`config.mk`:
```
export PLATFORM = sky130hd
export DESIGN_NAME = line_ring_controller
export DESIGN_NICKNAME = d
export VERILOG_FILES = /design/src/rtl/line_ring_controller.sv
export SDC_FILE = /design/constraint.sdc
export NUM_CORES = 1
export LEC_CHECK = 0
export ABC_AREA = 1
export CAP_MARGIN = 20
export CORE_ASPECT_RATIO = 1.5
export CORE_MARGIN = 5
export CORE_UTILIZATION = 38
export CTS_CLUSTER_DIAMETER = 150
export DETAILED_ROUTE_END_ITERATION = 8
export PLACE_DENSITY = 0.8
export SLEW_MARGIN = 20
export SYNTH_ARGS = -nofsm -noshare
export SYNTH_HDL_FRONTEND = slang
export SYNTH_SLANG_ARGS = --single-unit
```
`constraint.sdc`:
```
create_clock -name clk -period 2.3 [get_ports clk]
set_clock_uncertainty 0.15 [all_clocks]
set_input_delay 0.46 -clock clk [delete_from_list [all_inputs] [get_ports clk]]
set_output_delay 0.46 -clock clk [all_outputs]
set_load 0.1 [all_outputs]
```
`src/rtl/line_ring_controller.sv`:
```
// Ring of NUM_LINES line slots between a sampled video input and an HDMI output.
// Define LINE_RING_STATS_EN to build the overflow/underflow statistics counters.
module line_ring_controller #(
    parameter int DATA_W    = 24,
    parameter int LINE_W    = 11,
    parameter int NUM_LINES = 4,
    localparam int LB       = $clog2(NUM_LINES),
    localparam int ADDR_W   = LB + LINE_W
) (
    input  logic              clk,
    input  logic              rst,
    input  logic              sample_enable,
    input  logic              h_sync_in,
    input  logic              v_sync_in,
    input  logic              active_video_in,
    input  logic [DATA_W-1:0] pixel_data_in,
    input  logic              line_reset,
    input  logic              hdmi_request,
    output logic [DATA_W-1:0] pixel_data_out,
    output logic              ram_wr_en,
    output logic [ADDR_W-1:0] ram_wr_addr,
    output logic [DATA_W-1:0] ram_wr_data,
    output logic [ADDR_W-1:0] ram_rd_addr,
    input  logic [DATA_W-1:0] ram_rd_data,
    output logic [LB-1:0]     fill_level,
    output logic              overflow,
    output logic              underflow,
    output logic [15:0]       overflow_count,
    output logic [15:0]       underflow_count
);

    localparam logic [LINE_W-1:0] COL_MAX  = '1;
    localparam logic [LB-1:0]     FILL_MAX = LB'(NUM_LINES - 2);

    logic [LB-1:0]     wr_slot_q, wr_slot_d, rd_slot_q, rd_slot_d, fill_q, fill_d;
    logic [LINE_W-1:0] wr_col_q, wr_col_d, rd_col_q, rd_col_d;
    logic              wr_done_q, wr_done_d;
    logic              lr_prev_q, req_d1_q, ovf_q, unf_q;
    logic [DATA_W-1:0] pixel_q;

    logic wr_fire, line_end, commit, drop, lr_edge, consume, repeat_line;

    // wr_done marks that column COL_MAX has been written, so later samples are dropped.
    assign wr_fire     = sample_enable & active_video_in & ~wr_done_q & ~rst;
    assign line_end    = h_sync_in & ~v_sync_in & (wr_col_q != '0);
    assign commit      = line_end & (fill_q < FILL_MAX);
    assign drop        = line_end & ~commit;
    assign lr_edge     = line_reset & ~lr_prev_q;
    assign consume     = lr_edge & (fill_q != '0);
    assign repeat_line = lr_edge & (fill_q == '0);

    always_comb begin
        wr_col_d  = wr_col_q;
        wr_done_d = wr_done_q;
        wr_slot_d = wr_slot_q;
        rd_col_d  = rd_col_q;
        rd_slot_d = rd_slot_q;
        fill_d    = fill_q;

        if (wr_fire) begin
            if (wr_col_q == COL_MAX) wr_done_d = 1'b1;
            else                     wr_col_d  = wr_col_q + 1'b1;
        end
        if (v_sync_in || line_end) begin
            wr_col_d  = '0;
            wr_done_d = 1'b0;
        end
        if (commit) wr_slot_d = wr_slot_q + 1'b1;

        if (lr_edge) begin
            rd_col_d = '0;
            if (consume) rd_slot_d = rd_slot_q + 1'b1;
        end else if (hdmi_request && rd_col_q != COL_MAX) begin
            rd_col_d = rd_col_q + 1'b1;
        end

        // Consume sees the pre-commit level; both together cancel out.
        fill_d = fill_q + LB'(commit) - LB'(consume);
    end

    always_ff @(posedge clk) begin
        if (rst) begin
            wr_slot_q <= LB'(1);
            rd_slot_q <= '0;
            fill_q    <= '0;
            wr_col_q  <= '0;
            rd_col_q  <= '0;
            wr_done_q <= 1'b0;
            lr_prev_q <= 1'b1;
            req_d1_q  <= 1'b0;
            ovf_q     <= 1'b0;
            unf_q     <= 1'b0;
            pixel_q   <= '0;
        end else begin
            wr_slot_q <= wr_slot_d;
            rd_slot_q <= rd_slot_d;
            fill_q    <= fill_d;
            wr_col_q  <= wr_col_d;
            rd_col_q  <= rd_col_d;
            wr_done_q <= wr_done_d;
            lr_prev_q <= line_reset;
            req_d1_q  <= hdmi_request;
            ovf_q     <= drop;
            unf_q     <= repeat_line;
            pixel_q   <= req_d1_q ? ram_rd_data : '0;
        end
    end

`ifdef LINE_RING_STATS_EN
    logic [15:0] ovf_cnt_q, unf_cnt_q;

    always_ff @(posedge clk) begin
        if (rst) begin
            ovf_cnt_q <= '0;
            unf_cnt_q <= '0;
        end else begin
            if (drop && ovf_cnt_q != 16'hFFFF)        ovf_cnt_q <= ovf_cnt_q + 16'd1;
            if (repeat_line && unf_cnt_q != 16'hFFFF) unf_cnt_q <= unf_cnt_q + 16'd1;
        end
    end

    assign overflow_count  = ovf_cnt_q;
    assign underflow_count = unf_cnt_q;
`else
    assign overflow_count  = 16'd0;
    assign underflow_count = 16'd0;
`endif

    assign ram_wr_en      = wr_fire;
    assign ram_wr_addr    = wr_fire ? {wr_slot_q, wr_col_q} : '0;
    assign ram_wr_data    = wr_fire ? pixel_data_in : '0;
    assign ram_rd_addr    = {rd_slot_q, rd_col_q};
    assign pixel_data_out = pixel_q;
    assign fill_level     = fill_q;
    assign overflow       = ovf_q;
    assign underflow      = unf_q;

endmodule

```
==> results of run 1 <==
## state kept, by name (all words and copies together) (netlist names)
register / flops
fill_level: 2
wr_done_q: 1
lr_prev_q: 1
wr_slot_q: 2
wr_col_q: 11
rd_col_q: 11
pixel_data_out: 24
overflow: 1
rd_slot_q: 2
req_d1_q: 1
underflow: 1
## worst max-delay path by stage
stage / to / slack (ns) / depth (start not counted)
floorplan: ram_wr_data[10] / -0.70 / 6
global placement: ram_wr_addr[10] / -0.27 / 7
detailed placement: ram_wr_addr[10] / -0.30 / 7
CTS: ram_wr_data[13] / 0.009 / 7
global route: fill_level[1] / 0.002 / 12
finish: ram_wr_data[13] / 0.09 / 7
## routing by layer
layer | vias up | global-route usage (%)
li1 | 1515 | -
met1 | 1377 | 17.1
met2 | 139 | 33.2
met3 | 11 | 7.12
met4 | 0 | 5.52
met5 | - | 0
## logic make-up (layout without fill, tap and decap cells)
kind of cell             after synthesis  in the layout  share of synthesized area [%]
buffers and inverters                130            259                           21.9
XOR/XNOR                               6              6                           1.81
other                                  1             32                          0.129
AO/OA/AOI/OAI                         36             36                           6.38
flip-flops                            57             57                           39.3
AND/OR/NAND/NOR                      193            193                           28.3
adder cells (fa/ha/maj)                5              5                           2.16
## timing repair
action / in CTS / in global routing
resized for setup: 6 / 1
buffers inserted: 0 / 0
setup endpoints to repair: 37 / 24
## cells in the final DEF, fill, tap and decap left out, types with 21 or more instances in the layout
cell type and instances:
nor2_4 39, buf_4 55, clkdlybuf4s50_1 52, buf_12 40
conb_1 32, nand2_1 63, a21oi_1 21, inv_1 87
dfxtp_1 56, nor2_1 60
## layout make-up
class                      count  area, µm²  share of cell area, %
tap                          102        128                   2.42
sequential                    57       1140                   21.7
inverter                      92        350                   6.64
clock buffer                  11        243                   4.60
timing repair buffer         151       1770                   33.6
multi-input combinational    272       1530                   29.1
clock inverter                 5        103                   1.95
## cell usage after synthesis, drive strengths merged
| cell type | instances |
|---|---|
| nor2 | 99 |
| inv | 92 |
| nand2 | 67 |
| dfxtp | 57 |
| buf | 37 |
| a21oi | 21 |
| nand3 | 17 |
| o21ai | 13 |
| ha | 5 |
| xor2 | 5 |
| nand4 | 4 |
| nor3 | 4 |
| clkbuf | 1 |
| conb | 1 |
| nor4 | 1 |
| o21a | 1 |
| o21bai | 1 |
| or2 | 1 |
| xnor2 | 1 |
## per-stage QoR
step / cell area, µm² / worst slack, ns / cells / utilization (%) / TNS (ns)
2_1_floorplan: 3340 / -0.702 / 459 / - / -23.82
3_3_place_gp: 4920 / -0.269 / 674 / 65.5 / -8.83
3_5_place_dp: 4920 / -0.298 / 674 / 65.5 / -9.63
4_1_cts: 5270 / 0.00860 / 690 / 70.2 / 0
5_1_grt: 5270 / 0.00179 / 690 / 70.2 / 0
6_report: 5270 / 0.0886 / 690 / 70.2 / 0
## where the power goes
group          total (mW)  switching (mW)  internal [mW]
combinational       0.752           0.559          0.193
clock                1.52           0.434           1.08
sequential           1.02         0.00827           1.01
## worst max-delay path: cells and delay by family
family	cells	cell delay, ns
buffers and inverters	4	0.71
and+or+nand+nor	3	0.42
==> results.toml, run 1 <==
[clock_network]
cts_tree = "done"
hold_buffers = 0
numCtsBuffers = 9
clock-sinks = 57
htreeDepth = 3
clk_latency_ns = 0.32
cts_buffer_depth = 2
cts-root-buf = "clkbuf_16"
clk_pin_slew_ns = 0.05

[finish]
synthToLayoutAreaGrowth_pct = 81.8
fillers = 567
nets = 644
diodes = 0
drive_above_1_share_pct = 28.1

[sta]
rsz0062_at_grt = "false"
period_share_pct = 96.1
fmax_mhz = 452
finalCriticalPeriod_ns = 2.21
timing.hold.ws_ns = 0.305
finalSetupViolCount = 0
finalHoldViolCount = 0
slew_viol_final = 0

[worst_setup_path]
path_cells = "clkdlybuf4s15_1, nand2_8, nor3_4, inv_4, buf_12, nor2_4, buf_12"
slowest_delay_ns = 0.26
r2r-end = "fill_level[1]"
endpoint_kind = "output pin"
r2r_setup_slack_ns = 0.17
crit_required_ns = 1.69
timing.rr.start = "wr_col_q[0]"
slowest_stage = "clkdlybuf4s15_1"
path_common_cell = "buf_12"
startpoint = "sample_enable"
cp_max_fo = 19
worstPathArrival_ns = 1.60
crit_type = "in2out"
reg2regPathDepth = 12
start_kind = "primary input"

[routing]
vias_per_cell = 4.41
wirelength_mm = 8.32
wire_per_inst_um = 12.1
drc = 0
vias = 3042
drt_iter0_drc = 179
met2WireLength_mm = 4.37
dr.pass1.iters = 4
drt-met1-wl_mm = 2.88
top_layer = "met4"
met3_length_um = 960
postRouteAntennaNets = 0

[die]
initial_core_util_pct = 38.6
fp.dieH_um = 117
rows = 39
coreArea_um2 = 7510
dieArea_um2 = 9520
num_io_pins = 167
fp.dieW_um = 81.3

[worst_hold_path]
min_to = "underflow"
hold_path_depth = 1
min_path_type = "reg2reg"
min_from = "fill_level[1]"

[global_route]
grt_first_pass_wirelength_mm = 13.1
grt_usage_pct = 17.6
grt_pass1_vias = 2927
antenna_found_initial = 0
grt_max_degree = 25
gr-total-overflow = 0

[yosys]
synth-seq-area-share_pct = 39.3
yosys_warnings = 0
synth_area_leaders = "dfxtp_1 39%, nor2_1 13%, inv_1 11%"
synth_top_cell_by_area = "dfxtp_1"
avgSynthCellArea_um2 = 6.78
synthCells = 428
synth.cell_area_um2 = 2900
ys_ff_latch = 57
ys_types = 29
synth.top_cell.area_share_pct = 39.3

[placed_design]
place.gp.congestion = 0.915
place.port_buffers = 134
dp_hpwl_mm = 7.03

[job]
maxCapViolCount = 0

[outcome]
status = "finished, final reports clean"

[power_and_ir_drop]
power.total_mw = 3.29
pwr_density_cell_nw_per_um2 = 623
vdd_drop_max_mv = 0.519
power.leakage_nw = 2.37
Note: power is estimated with default switching activity, not from simulation.
==> run 2: changes to the inputs <==
--- a/config.mk
+++ b/config.mk
@@ -8,7 +8,6 @@
 export ABC_AREA = 1
 export CAP_MARGIN = 20
 export CORE_ASPECT_RATIO = 1.5
-export CORE_MARGIN = 5
 export CORE_UTILIZATION = 38
 export CTS_CLUSTER_DIAMETER = 150
 export DETAILED_ROUTE_END_ITERATION = 8
==> run 2 against run 1 <==
Effect of this change:
- die area shrank 16%
- setup slack lost 0.023 ns
- first-iteration DRC count shrank 53%
- combinational power grew 2%
- worst hold slack gained 0.0078 ns
- routed wire length shrank 5.4%
- via count shrank 0.13%
- total power shrank 23%
- clock power shrank 51%
- clock-buffer cell count shrank 2
- sequential share of layout area grew 0.48 points
- final area shrank 1.9%
- largest power group is now registers
==> results.toml, run 2 (synthesized netlist as in run 1, its figures left out) <==
[worst_setup_path]
crit_family = "buffers and inverters"
crit_type = "reg2out"
worstPathArrival_ns = 1.62
slowest_stage = "dfxtp_2"
critPathBufInv = 3
slowest_delay_ns = 0.33
endpoint_kind = "output pin"
path_cells = "nor3_4, clkinv_4, clkbuf_16, nor2_4, buf_12"
crit_required_ns = 1.69
start_kind = "register"
cp_max_fo = 7

[sta]
finalSetupViolCount = 0
period_share_pct = 97.1
rsz0062_at_grt = "true"
finalCriticalPeriod_ns = 2.23
finalHoldViolCount = 0
fmax_mhz = 448
setup_ws_ns = 0.0658
slew_viol_final = 0
timing.hold.ws_ns = 0.313
setup_tns_ns = 0

[finish]
largest_register_ffs = 24
fillers = 550
synthToLayoutAreaGrowth_pct = 78.3
nets = 646
final_common_cell = "inv_1"
diodes = 0
drive_above_1_share_pct = 29.3
layout_common_cells = "86 x inv_1, 63 x nand2_1, 60 x nor2_1"

[clock_network]
clk_latency_ns = 0.34
numCtsBuffers = 9
htreeDepth = 3
clk_pin_slew_ns = 0.06
cts-root-buf = "clkbuf_8"
cts_buffer_depth = 2
cts_tree = "done"
clock-sinks = 57

[power_and_ir_drop]
power.leakage_nw = 2.34
power.total_mw = 2.53
pwr_density_cell_nw_per_um2 = 489
vdd_drop_max_mv = 0.490

[routing]
wirelength_mm = 7.88
vias_per_cell = 4.42
vias = 3038
wire_per_inst_um = 11.4
drt_iter0_drc = 85
dr.pass1.iters = 4
drc = 0
postRouteAntennaNets = 0

[outcome]
status = "finished, final reports clean"

[global_route]
grt_pass1_vias = 2873
grt_max_degree = 25
gr-total-overflow = 0
grt_first_pass_wirelength_mm = 12.1
antenna_found_initial = 0
grt_usage_pct = 19.8

[worst_hold_path]
min_path_type = "reg2reg"

[placed_design]
place.port_buffers = 134
place.gp.congestion = 0.831
dp_hpwl_mm = 6.17
place_ws_ns = -0.293

[die]
fp.dieW_um = 73.3
coreArea_um2 = 7320
rows = 38
fp.dieH_um = 109
initial_core_util_pct = 39.6
dieArea_um2 = 7990
num_io_pins = 167

[job]
maxCapViolCount = 0
==> run 2: cell count changes in the layout (fill, tap and decap cells not counted), moves of 3 or more <==
cell / change
clkinv_2: +4
clkbuf_8: +8
bufinv_16: -3
clkbuf_16: -7
==> run 2: cell type report <==
cell class	count	area, µm²	area share [%]
Inverter	92	353	6.82
Clock inverter	5	25.0	0.484
Sequential cell	57	1140	22.1
Multi-Input combinational cell	272	1540	29.8
Timing Repair Buffer	153	1860	35.9
Tap cell	100	125	2.42
Clock buffer	9	124	2.40
==> run 2: worst paths after layout <==
path / slack [ns] / to / from / cells past startpoint
max: 0.07 / ram_wr_data[2] / wr_done_q / 5
min: 0.31 / rd_slot_q[1] / rd_slot_q[1] / 2
max reg2reg: 0.19 / fill_level[1] / wr_col_q[1] / 12
min reg2reg: 0.31 / rd_slot_q[1] / rd_slot_q[1] / 2
==> run 2: what timing repair did <==
action,CTS,global route
gates resized for setup,11,8
gates cloned,2,2
setup endpoints to repair,37,29
hold buffers,0,0
endpoints found under the hold margin,0,0
pin swaps,1,4
setup buffers,0,1
==> run 2: through the flow <==
step / utilization (%) / cells / area [µm²]
after global placement: 66.9 / 669 / 4900
after CTS: 69.8 / 685 / 5110
final: 70.6 / 688 / 5170
after detailed placement: 66.9 / 669 / 4900
after global routing: 70.6 / 688 / 5170
after floorplan: - / 459 / 3340
==> run 2: power breakdown <==
part,internal (mW),switching [mW],leakage (nW),total [mW]
Clock,0.367,0.381,0.0843,0.748
Combinational,0.203,0.562,1.79,0.766
Sequential,1.01,0.00843,0.464,1.01
==> run 2: routing by layer <==
metal  global-route usage, %  vias to the layer above  wire length, µm  share of wire (%)
li1                        -                     1513                -                  -
met1                    18.2                     1355             2840                 36
met2                    37.2                      154             4120                 52
met3                    6.84                       16              708                9.0
met4                    11.0                        0              201                2.6
met5                       0                        -                0                  0
==> run 2: worst register-to-register path: stages (launching register included) <==
cell     delay (ns)
dfxtp_2        0.35
inv_1          0.08
ha_1           0.20
nand2_1        0.11
nor2_1         0.07
nand2_1        0.10
nand3_1        0.10
ha_1           0.29
inv_1          0.04
ha_1           0.19
xnor2_2        0.14
o21ai_1        0.12
a21oi_1        0.06
==> run 3: changes to the inputs <==
--- a/config.mk
+++ b/config.mk
@@ -6,10 +6,9 @@
 export NUM_CORES = 1
 export LEC_CHECK = 0
 export ABC_AREA = 1
-export CAP_MARGIN = 20
 export CORE_ASPECT_RATIO = 1.5
 export CORE_UTILIZATION = 38
-export CTS_CLUSTER_DIAMETER = 150
+export CTS_CLUSTER_DIAMETER = 30
 export DETAILED_ROUTE_END_ITERATION = 8
 export PLACE_DENSITY = 0.8
 export SLEW_MARGIN = 20
==> results of run 3 <==
The final DEF is identical to that of run 2; final timing and power are the same.
